$ cat src/rtl/mem_port_arbiter_if.sv
// Bundle of the two requester ports, the shared data-memory port and the
// arbiter status signals; the arbiter uses the slave view, the driver the master view.
interface mem_port_arbiter_if #(
    parameter int AW = 16,
    parameter int DW = 16
);
    logic          m0_req;
    logic          m0_wmem;
    logic          m0_memc;
    logic [AW-1:0] m0_addr;
    logic [DW-1:0] m0_wdata;
    logic          m0_ack;
    logic [DW-1:0] m0_rdata;

    logic          m1_req;
    logic          m1_wmem;
    logic          m1_memc;
    logic [AW-1:0] m1_addr;
    logic [DW-1:0] m1_wdata;
    logic          m1_ack;
    logic [DW-1:0] m1_rdata;

    logic          mem_wmem;
    logic          mem_memc;
    logic [AW-1:0] mem_addr;
    logic [DW-1:0] mem_wdata;
    logic [DW-1:0] mem_rdata;

    logic          busy;
    logic [1:0]    owner;

    modport slave (
        input  m0_req, m0_wmem, m0_memc, m0_addr, m0_wdata,
        input  m1_req, m1_wmem, m1_memc, m1_addr, m1_wdata,
        input  mem_rdata,
        output m0_ack, m0_rdata, m1_ack, m1_rdata,
        output mem_wmem, mem_memc, mem_addr, mem_wdata,
        output busy, owner
    );

    modport master (
        output m0_req, m0_wmem, m0_memc, m0_addr, m0_wdata,
        output m1_req, m1_wmem, m1_memc, m1_addr, m1_wdata,
        output mem_rdata,
        input  m0_ack, m0_rdata, m1_ack, m1_rdata,
        input  mem_wmem, mem_memc, mem_addr, mem_wdata,
        input  busy, owner
    );
endinterface

$ cat src/rtl/mem_port_arbiter.sv
// Two-requester round-robin arbiter in front of a single-port data memory:
// IDLE picks an owner, ACC drives the memory for one cycle, RESP pulses the owner's ack.
module mem_port_arbiter #(
    parameter int AW = 16,
    parameter int DW = 16
) (
    input  logic               CLK,
    input  logic               RESET,
    mem_port_arbiter_if.slave  bus
);

    typedef enum logic [1:0] {
        ST_IDLE = 2'b00,
        ST_ACC  = 2'b01,
        ST_RESP = 2'b10
    } state_t;

    localparam logic [1:0] OWN_NONE = 2'b00;
    localparam logic [1:0] OWN_M0   = 2'b01;
    localparam logic [1:0] OWN_M1   = 2'b10;

    state_t        state_r;
    state_t        state_s;
    logic [1:0]    owner_r;
    logic [1:0]    owner_s;
    logic [1:0]    grant_s;
    logic          last_owner_r;
    logic          last_owner_s;
    logic          busy_r;
    logic          m0_ack_r;
    logic          m1_ack_r;
    logic [DW-1:0] m0_rdata_r;
    logic [DW-1:0] m1_rdata_r;
    logic          acc_m0_s;
    logic          acc_m1_s;

    logic          mem_wmem_s;
    logic          mem_memc_s;
    logic [AW-1:0] mem_addr_s;
    logic [DW-1:0] mem_wdata_s;

    // last_owner holds the index of the requester served most recently;
    // on a tie the other one wins.
    function automatic logic [1:0] arb_pick(input logic req0, input logic req1,
                                            input logic last_owner);
        logic [1:0] pick;
        case ({req1, req0})
            2'b01:   pick = OWN_M0;
            2'b10:   pick = OWN_M1;
            2'b11:   pick = last_owner ? OWN_M0 : OWN_M1;
            default: pick = OWN_NONE;
        endcase
        return pick;
    endfunction

    assign grant_s  = arb_pick(bus.m0_req, bus.m1_req, last_owner_r);
    assign acc_m0_s = (state_r == ST_ACC) && (owner_r == OWN_M0);
    assign acc_m1_s = (state_r == ST_ACC) && (owner_r == OWN_M1);

    // Next-state, next-owner and round-robin pointer update.
    always_comb begin
        state_s      = state_r;
        owner_s      = owner_r;
        last_owner_s = last_owner_r;
        case (state_r)
            ST_IDLE: begin
                if (grant_s != OWN_NONE) begin
                    state_s = ST_ACC;
                    owner_s = grant_s;
                end else begin
                    state_s = ST_IDLE;
                    owner_s = OWN_NONE;
                end
            end
            ST_ACC: begin
                state_s = ST_RESP;
            end
            ST_RESP: begin
                state_s      = ST_IDLE;
                owner_s      = OWN_NONE;
                last_owner_s = (owner_r == OWN_M1);
            end
            default: begin
                state_s = ST_IDLE;
                owner_s = OWN_NONE;
            end
        endcase
    end

    // Memory port mux: only the owner's fields, and only during ACC.
    always_comb begin
        mem_wmem_s  = 1'b0;
        mem_memc_s  = 1'b0;
        mem_addr_s  = {AW{1'b0}};
        mem_wdata_s = {DW{1'b0}};
        if (acc_m1_s) begin
            mem_wmem_s  = bus.m1_wmem;
            mem_memc_s  = bus.m1_memc;
            mem_addr_s  = bus.m1_addr;
            mem_wdata_s = bus.m1_wdata;
        end else if (acc_m0_s) begin
            mem_wmem_s  = bus.m0_wmem;
            mem_memc_s  = bus.m0_memc;
            mem_addr_s  = bus.m0_addr;
            mem_wdata_s = bus.m0_wdata;
        end else begin
            mem_wmem_s  = 1'b0;
            mem_memc_s  = 1'b0;
            mem_addr_s  = {AW{1'b0}};
            mem_wdata_s = {DW{1'b0}};
        end
    end

    // FSM state, owner, round-robin pointer and busy flag.
    always_ff @(posedge CLK) begin
        if (!RESET) begin
            state_r      <= ST_IDLE;
            owner_r      <= OWN_NONE;
            last_owner_r <= 1'b1;
            busy_r       <= 1'b0;
        end else begin
            state_r      <= state_s;
            owner_r      <= owner_s;
            last_owner_r <= last_owner_s;
            busy_r       <= (state_s != ST_IDLE);
        end
    end

    // Completion pulses: the ACC-ending edge raises the owner's ack for the RESP cycle.
    always_ff @(posedge CLK) begin
        if (!RESET) begin
            m0_ack_r <= 1'b0;
            m1_ack_r <= 1'b0;
        end else begin
            m0_ack_r <= acc_m0_s;
            m1_ack_r <= acc_m1_s;
        end
    end

    // Read-data capture; writes also capture, so the owner always sees the memory word.
    always_ff @(posedge CLK) begin
        if (!RESET) begin
            m0_rdata_r <= {DW{1'b0}};
            m1_rdata_r <= {DW{1'b0}};
        end else begin
            if (acc_m0_s) begin
                m0_rdata_r <= bus.mem_rdata;
            end
            if (acc_m1_s) begin
                m1_rdata_r <= bus.mem_rdata;
            end
        end
    end

    assign bus.m0_ack    = m0_ack_r;
    assign bus.m1_ack    = m1_ack_r;
    assign bus.m0_rdata  = m0_rdata_r;
    assign bus.m1_rdata  = m1_rdata_r;
    assign bus.mem_wmem  = mem_wmem_s;
    assign bus.mem_memc  = mem_memc_s;
    assign bus.mem_addr  = mem_addr_s;
    assign bus.mem_wdata = mem_wdata_s;
    assign bus.busy      = busy_r;
    assign bus.owner     = owner_r;

endmodule
$ cat src/flat_wrapper.sv
// flat-port wrapper written by rule: the top's interface ports become plain ports
module mem_port_arbiter_flat 
#(
    parameter int AW = 16,
    parameter int DW = 16
)
  (CLK, RESET, bus_m0_req, bus_m0_wmem, bus_m0_memc, bus_m0_addr, bus_m0_wdata, bus_m1_req, bus_m1_wmem, bus_m1_memc, bus_m1_addr, bus_m1_wdata, bus_mem_rdata, bus_m0_ack, bus_m0_rdata, bus_m1_ack, bus_m1_rdata, bus_mem_wmem, bus_mem_memc, bus_mem_addr, bus_mem_wdata, bus_busy, bus_owner);
  mem_port_arbiter_if #(.AW(AW), .DW(DW)) bus_i ();
  input  logic CLK;
  input  logic RESET;
  input wire logic [$bits(bus_i.m0_req)-1:0] bus_m0_req;
  input wire logic [$bits(bus_i.m0_wmem)-1:0] bus_m0_wmem;
  input wire logic [$bits(bus_i.m0_memc)-1:0] bus_m0_memc;
  input wire logic [$bits(bus_i.m0_addr)-1:0] bus_m0_addr;
  input wire logic [$bits(bus_i.m0_wdata)-1:0] bus_m0_wdata;
  input wire logic [$bits(bus_i.m1_req)-1:0] bus_m1_req;
  input wire logic [$bits(bus_i.m1_wmem)-1:0] bus_m1_wmem;
  input wire logic [$bits(bus_i.m1_memc)-1:0] bus_m1_memc;
  input wire logic [$bits(bus_i.m1_addr)-1:0] bus_m1_addr;
  input wire logic [$bits(bus_i.m1_wdata)-1:0] bus_m1_wdata;
  input wire logic [$bits(bus_i.mem_rdata)-1:0] bus_mem_rdata;
  output wire logic [$bits(bus_i.m0_ack)-1:0] bus_m0_ack;
  output wire logic [$bits(bus_i.m0_rdata)-1:0] bus_m0_rdata;
  output wire logic [$bits(bus_i.m1_ack)-1:0] bus_m1_ack;
  output wire logic [$bits(bus_i.m1_rdata)-1:0] bus_m1_rdata;
  output wire logic [$bits(bus_i.mem_wmem)-1:0] bus_mem_wmem;
  output wire logic [$bits(bus_i.mem_memc)-1:0] bus_mem_memc;
  output wire logic [$bits(bus_i.mem_addr)-1:0] bus_mem_addr;
  output wire logic [$bits(bus_i.mem_wdata)-1:0] bus_mem_wdata;
  output wire logic [$bits(bus_i.busy)-1:0] bus_busy;
  output wire logic [$bits(bus_i.owner)-1:0] bus_owner;
  assign bus_i.m0_req = bus_m0_req;
  assign bus_i.m0_wmem = bus_m0_wmem;
  assign bus_i.m0_memc = bus_m0_memc;
  assign bus_i.m0_addr = bus_m0_addr;
  assign bus_i.m0_wdata = bus_m0_wdata;
  assign bus_i.m1_req = bus_m1_req;
  assign bus_i.m1_wmem = bus_m1_wmem;
  assign bus_i.m1_memc = bus_m1_memc;
  assign bus_i.m1_addr = bus_m1_addr;
  assign bus_i.m1_wdata = bus_m1_wdata;
  assign bus_i.mem_rdata = bus_mem_rdata;
  assign bus_m0_ack = bus_i.m0_ack;
  assign bus_m0_rdata = bus_i.m0_rdata;
  assign bus_m1_ack = bus_i.m1_ack;
  assign bus_m1_rdata = bus_i.m1_rdata;
  assign bus_mem_wmem = bus_i.mem_wmem;
  assign bus_mem_memc = bus_i.mem_memc;
  assign bus_mem_addr = bus_i.mem_addr;
  assign bus_mem_wdata = bus_i.mem_wdata;
  assign bus_busy = bus_i.busy;
  assign bus_owner = bus_i.owner;
  mem_port_arbiter #(.AW(AW), .DW(DW)) u_core (.CLK(CLK), .RESET(RESET), .bus(bus_i));
endmodule
$ cat config.mk
export PLATFORM = sky130hd
export DESIGN_NAME = mem_port_arbiter_flat
export DESIGN_NICKNAME = d
export VERILOG_FILES = /design/src/rtl/mem_port_arbiter_if.sv /design/src/rtl/mem_port_arbiter.sv /design/src/flat_wrapper.sv
export SDC_FILE = /design/constraint.sdc
export NUM_CORES = 1
export LEC_CHECK = 0
export BUFFER_PORTS_ARGS = -buffer_cell sky130_fd_sc_hd__buf_4
export CORE_MARGIN = 4
export CORE_UTILIZATION = 36
export DETAILED_ROUTE_END_ITERATION = 8
export PLACE_DENSITY = 0.76
export SYNTH_ARGS = -nofsm -noshare
export SYNTH_HDL_FRONTEND = slang
export SYNTH_SLANG_ARGS = --single-unit
$ cat constraint.sdc
create_clock -name CLK -period 1.4 [get_ports CLK]
set_input_delay 0.14 -clock CLK [delete_from_list [all_inputs] [get_ports CLK]]
set_output_delay 0.14 -clock CLK [all_outputs]
set_load 0.005 [all_outputs]
==> results.py <==
metrics = {
    "job": {
        "cap_viol_max_count": 0,
    },
    "cts": {
        "clock_latency_ns": 0.30,
        "cts_tree": "yes",
        "clock-sinks": 40,
        "clockBufferDepth": 2,
        "htree_levels": 2,
        "numCtsBuffers": 5,
        "root_buffer": "clkbuf_8",
        "clk_pin_slew_ns": 0.08,
    },
    "min_path": {
        "hold_depth": 2,
        "hold_path.class": "in2reg",
    },
    "timing": {
        "slew_viol_final": 0,
        "finalSetupViolCount": 34,
        "final.min_clock_period_ns": 1.608,
        "fmax_mhz": 622.0,
        "worstMarginPinSlew_ns": 0.2725,
        "period_share": 1.148,
        "whs_ns": 0.08397,
        "relSlewSlack": 0.8160,
        "worst_slack_ns": -0.2078,
        "fin_skew_ns": 0.009551,
        "finalHoldViolations": 0,
        "rsz0062_at_grt": "yes",
    },
    "synthesis": {
        "ys_types": 22,
        "ys.flop_type": "dfxtp_1",
        "synthesis.area_sq_um": 1914,
        "synth_common_cells": "nand2_1, dfxtp_1, a22o_1",
        "yosysSeqAreaShare": 0.4183,
        "ys_seq_elements": 40,
        "yosysMostFrequentCell": "nand2_1",
        "synth-edff-count": 0,
        "synth_async_sr_flop_share": 0,
        "yosysWarnings": 0,
        "yosysTopAreaCell": "dfxtp_1",
        "synthesis.nets": 299,
        "syn_avg_cell_area_sq_um": 9.073,
        "synth_cells": 211,
        "synth.area.top_cells": "dfxtp_1, a22o_1, nand2_1",
        "synth_top_area_frac": 0.4183,
    },
    "final_layout": {
        "drive_gt1_frac": 0.5255,
        "final-instance-count-excl-fill": 443,
        "post-route-util": 0.6536,
        "layout.nets": 460,
        "antenna_cells": 0,
        "stdcell_area_sq_um": 3359,
        "area_delta_synth_final_pct": 75.49,
        "nFillCells": 433,
    },
    "place": {
        "post_dp_cell_area_sq_um": 3162,
        "io_buffers": 158,
        "placed_cells": 432,
        "place.gp.congestion": 0.8464,
        "hpwl_microns": 5056,
    },
    "detailed_routing": {
        "avgViaCountPerCell": 4.810,
        "ant_nets": 0,
        "remaining_drc_errors": 0,
        "first_pass_iters": 4,
        "wl_microns": 6785,
        "drt-initial-drc-count": 135,
        "wire_per_inst_microns": 15.32,
        "num_vias": 2131,
    },
    "floorplanning": {
        "start_util": 0.3724,
        "rows": 26,
        "die_h_microns": 80.92,
        "die_width_microns": 80.92,
        "dieArea_sq_um": 6548,
        "core_area_sq_um": 5140,
        "ios": 159,
    },
    "global_route": {
        "grt_max_degree": 33,
        "grt_pass1_wl_microns": 10320,
        "antenna_found_initial": 0,
        "grt_pass1_vias": 2093,
        "grt_usage": 0.2027,
        "overflow": 0,
    },
    "worst_setup_path": {
        "cp.arrival_ns": 1.47,
        "worstSetupEndpointType": "output pin",
        "start_kind": "register",
        "cp.required_ns": 1.26,
        "crit_fanout": 8,
        "path_class": "reg2out",
        "r2r_cells": 5,
    },
    "pwr": {
        "total_power_mw": 2.693,
        "power_density_nw_per_um2": 801.7,
        "p_leak_nw": 1.574,
        "worst_ir_drop_vdd_mv": 0.6397,
    },
    "outcome": {
        "violations": "negative setup slack",
        "status": "finished with violations",
    },
}
path summary, 6_finish.rpt:
check	from	endpoint	slack [ns]
hold / removal	RESET	u_core.last_owner_r	0.08
hold reg to reg	u_core.bus.m1_rdata[2]	u_core.bus.m1_rdata[2]	0.45
setup reg to reg	u_core.bus.owner[0]	u_core.bus.m1_rdata[0]	0.06
setup / recovery	u_core.state_r[1]	bus_mem_addr[0]	-0.21
cells by family after synthesis:
kind of cell / synth area share
buffers and inverters: 0.08628
AND/OR/NAND/NOR: 0.1784
multiplexers: 0.005229
AO/OA/AOI/OAI: 0.3118
flip-flops: 0.4183
critical path, cell delays in order, from the launching register on:
cell	delay [ns]
dfxtp_2	0.32
and4bb_4	0.42
clkbuf_16	0.18
a22o_1	0.14
buf_4	0.11
cells in the final DEF (no fill, tap or decap):
cell       synthesis  routed
buf_12             0       5
nor2_1             3       3
nor3_1             1       1
clkbuf_16          0       1
o21ai_1            1       1
a21boi_0           1       1
nand3b_1           1       1
dfxtp_2            0       3
dfxtp_1           40      37
buf_4              5     166
inv_1              3       3
or3_1              1       1
clkinv_4           0       1
clkbuf_8           0       6
and4bb_2           0       1
nand2b_1           2       2
a21boi_2          10      10
buf_6              8       1
nand4bb_1          2       2
a21boi_1          22      22
nand2_1           67      67
and4bb_4           0       1
o311ai_0           1       1
a22o_1            34      34
mux2i_1            1       1
bufinv_16          0       1
sequential cells by signal (all words and copies together), names as in the netlist:
| signal | cells |
|---|---|
| u_core.bus.busy | 1 |
| u_core.state_r | 2 |
| u_core.bus.m0_rdata | 16 |
| u_core.last_owner_r | 1 |
| u_core.bus.m1_rdata | 16 |
| u_core.bus.m0_ack | 1 |
| u_core.bus.owner | 2 |
| u_core.bus.m1_ack | 1 |
timing repair:
action | in CTS | in global routing
pin swaps | 1 | 7
cloned | 1 | 1
gates resized for setup | 5 | 4
hold buffers | 0 | 0
endpoints found under the setup margin | 34 | 43
buffers inserted | 1 | 1
power by group:
| part | total [mW] | switching, mW | internal, mW |
|---|---|---|---|
| Combinational | 0.496 | 0.174 | 0.323 |
| Sequential | 1.19 | 0.0191 | 1.17 |
| Clock | 1.01 | 0.424 | 0.583 |
area by class of cell:
| class | count | area, sq um | share of cell area |
|---|---|---|---|
| Clock inverter | 2 | 38.79 | 0.01155 |
| Tap cell | 70 | 87.58 | 0.02607 |
| Clock buffer | 6 | 82.58 | 0.02458 |
| Timing Repair Buffer | 173 | 1383 | 0.4115 |
| Multi-Input combinational cell | 149 | 952.2 | 0.2834 |
| Inverter | 3 | 11.26 | 0.003352 |
| Sequential cell | 40 | 804.5 | 0.2395 |
layer usage:
metal | wire [microns] | share of wire | GRT usage | vias up
met2 | 3471 | 0.51 | 0.3563 | 80
li1 | - | - | - | 1057
met5 | 0 | 0 | 0 | -
met3 | 521 | 0.077 | 0.05432 | 7
met1 | 2736 | 0.40 | 0.2444 | 987
met4 | 55 | 0.0081 | 0.05068 | 0
stage by stage:
stage                     TNS, ns  worst slack, ns
after floorplan                 0           0.1682
after global placement          0           0.1001
after detailed placement        0          0.08774
after CTS                  -7.237          -0.2409
after global routing       -8.525          -0.2706
final                      -6.263          -0.2078
Note: power is estimated with default switching activity, not from simulation.
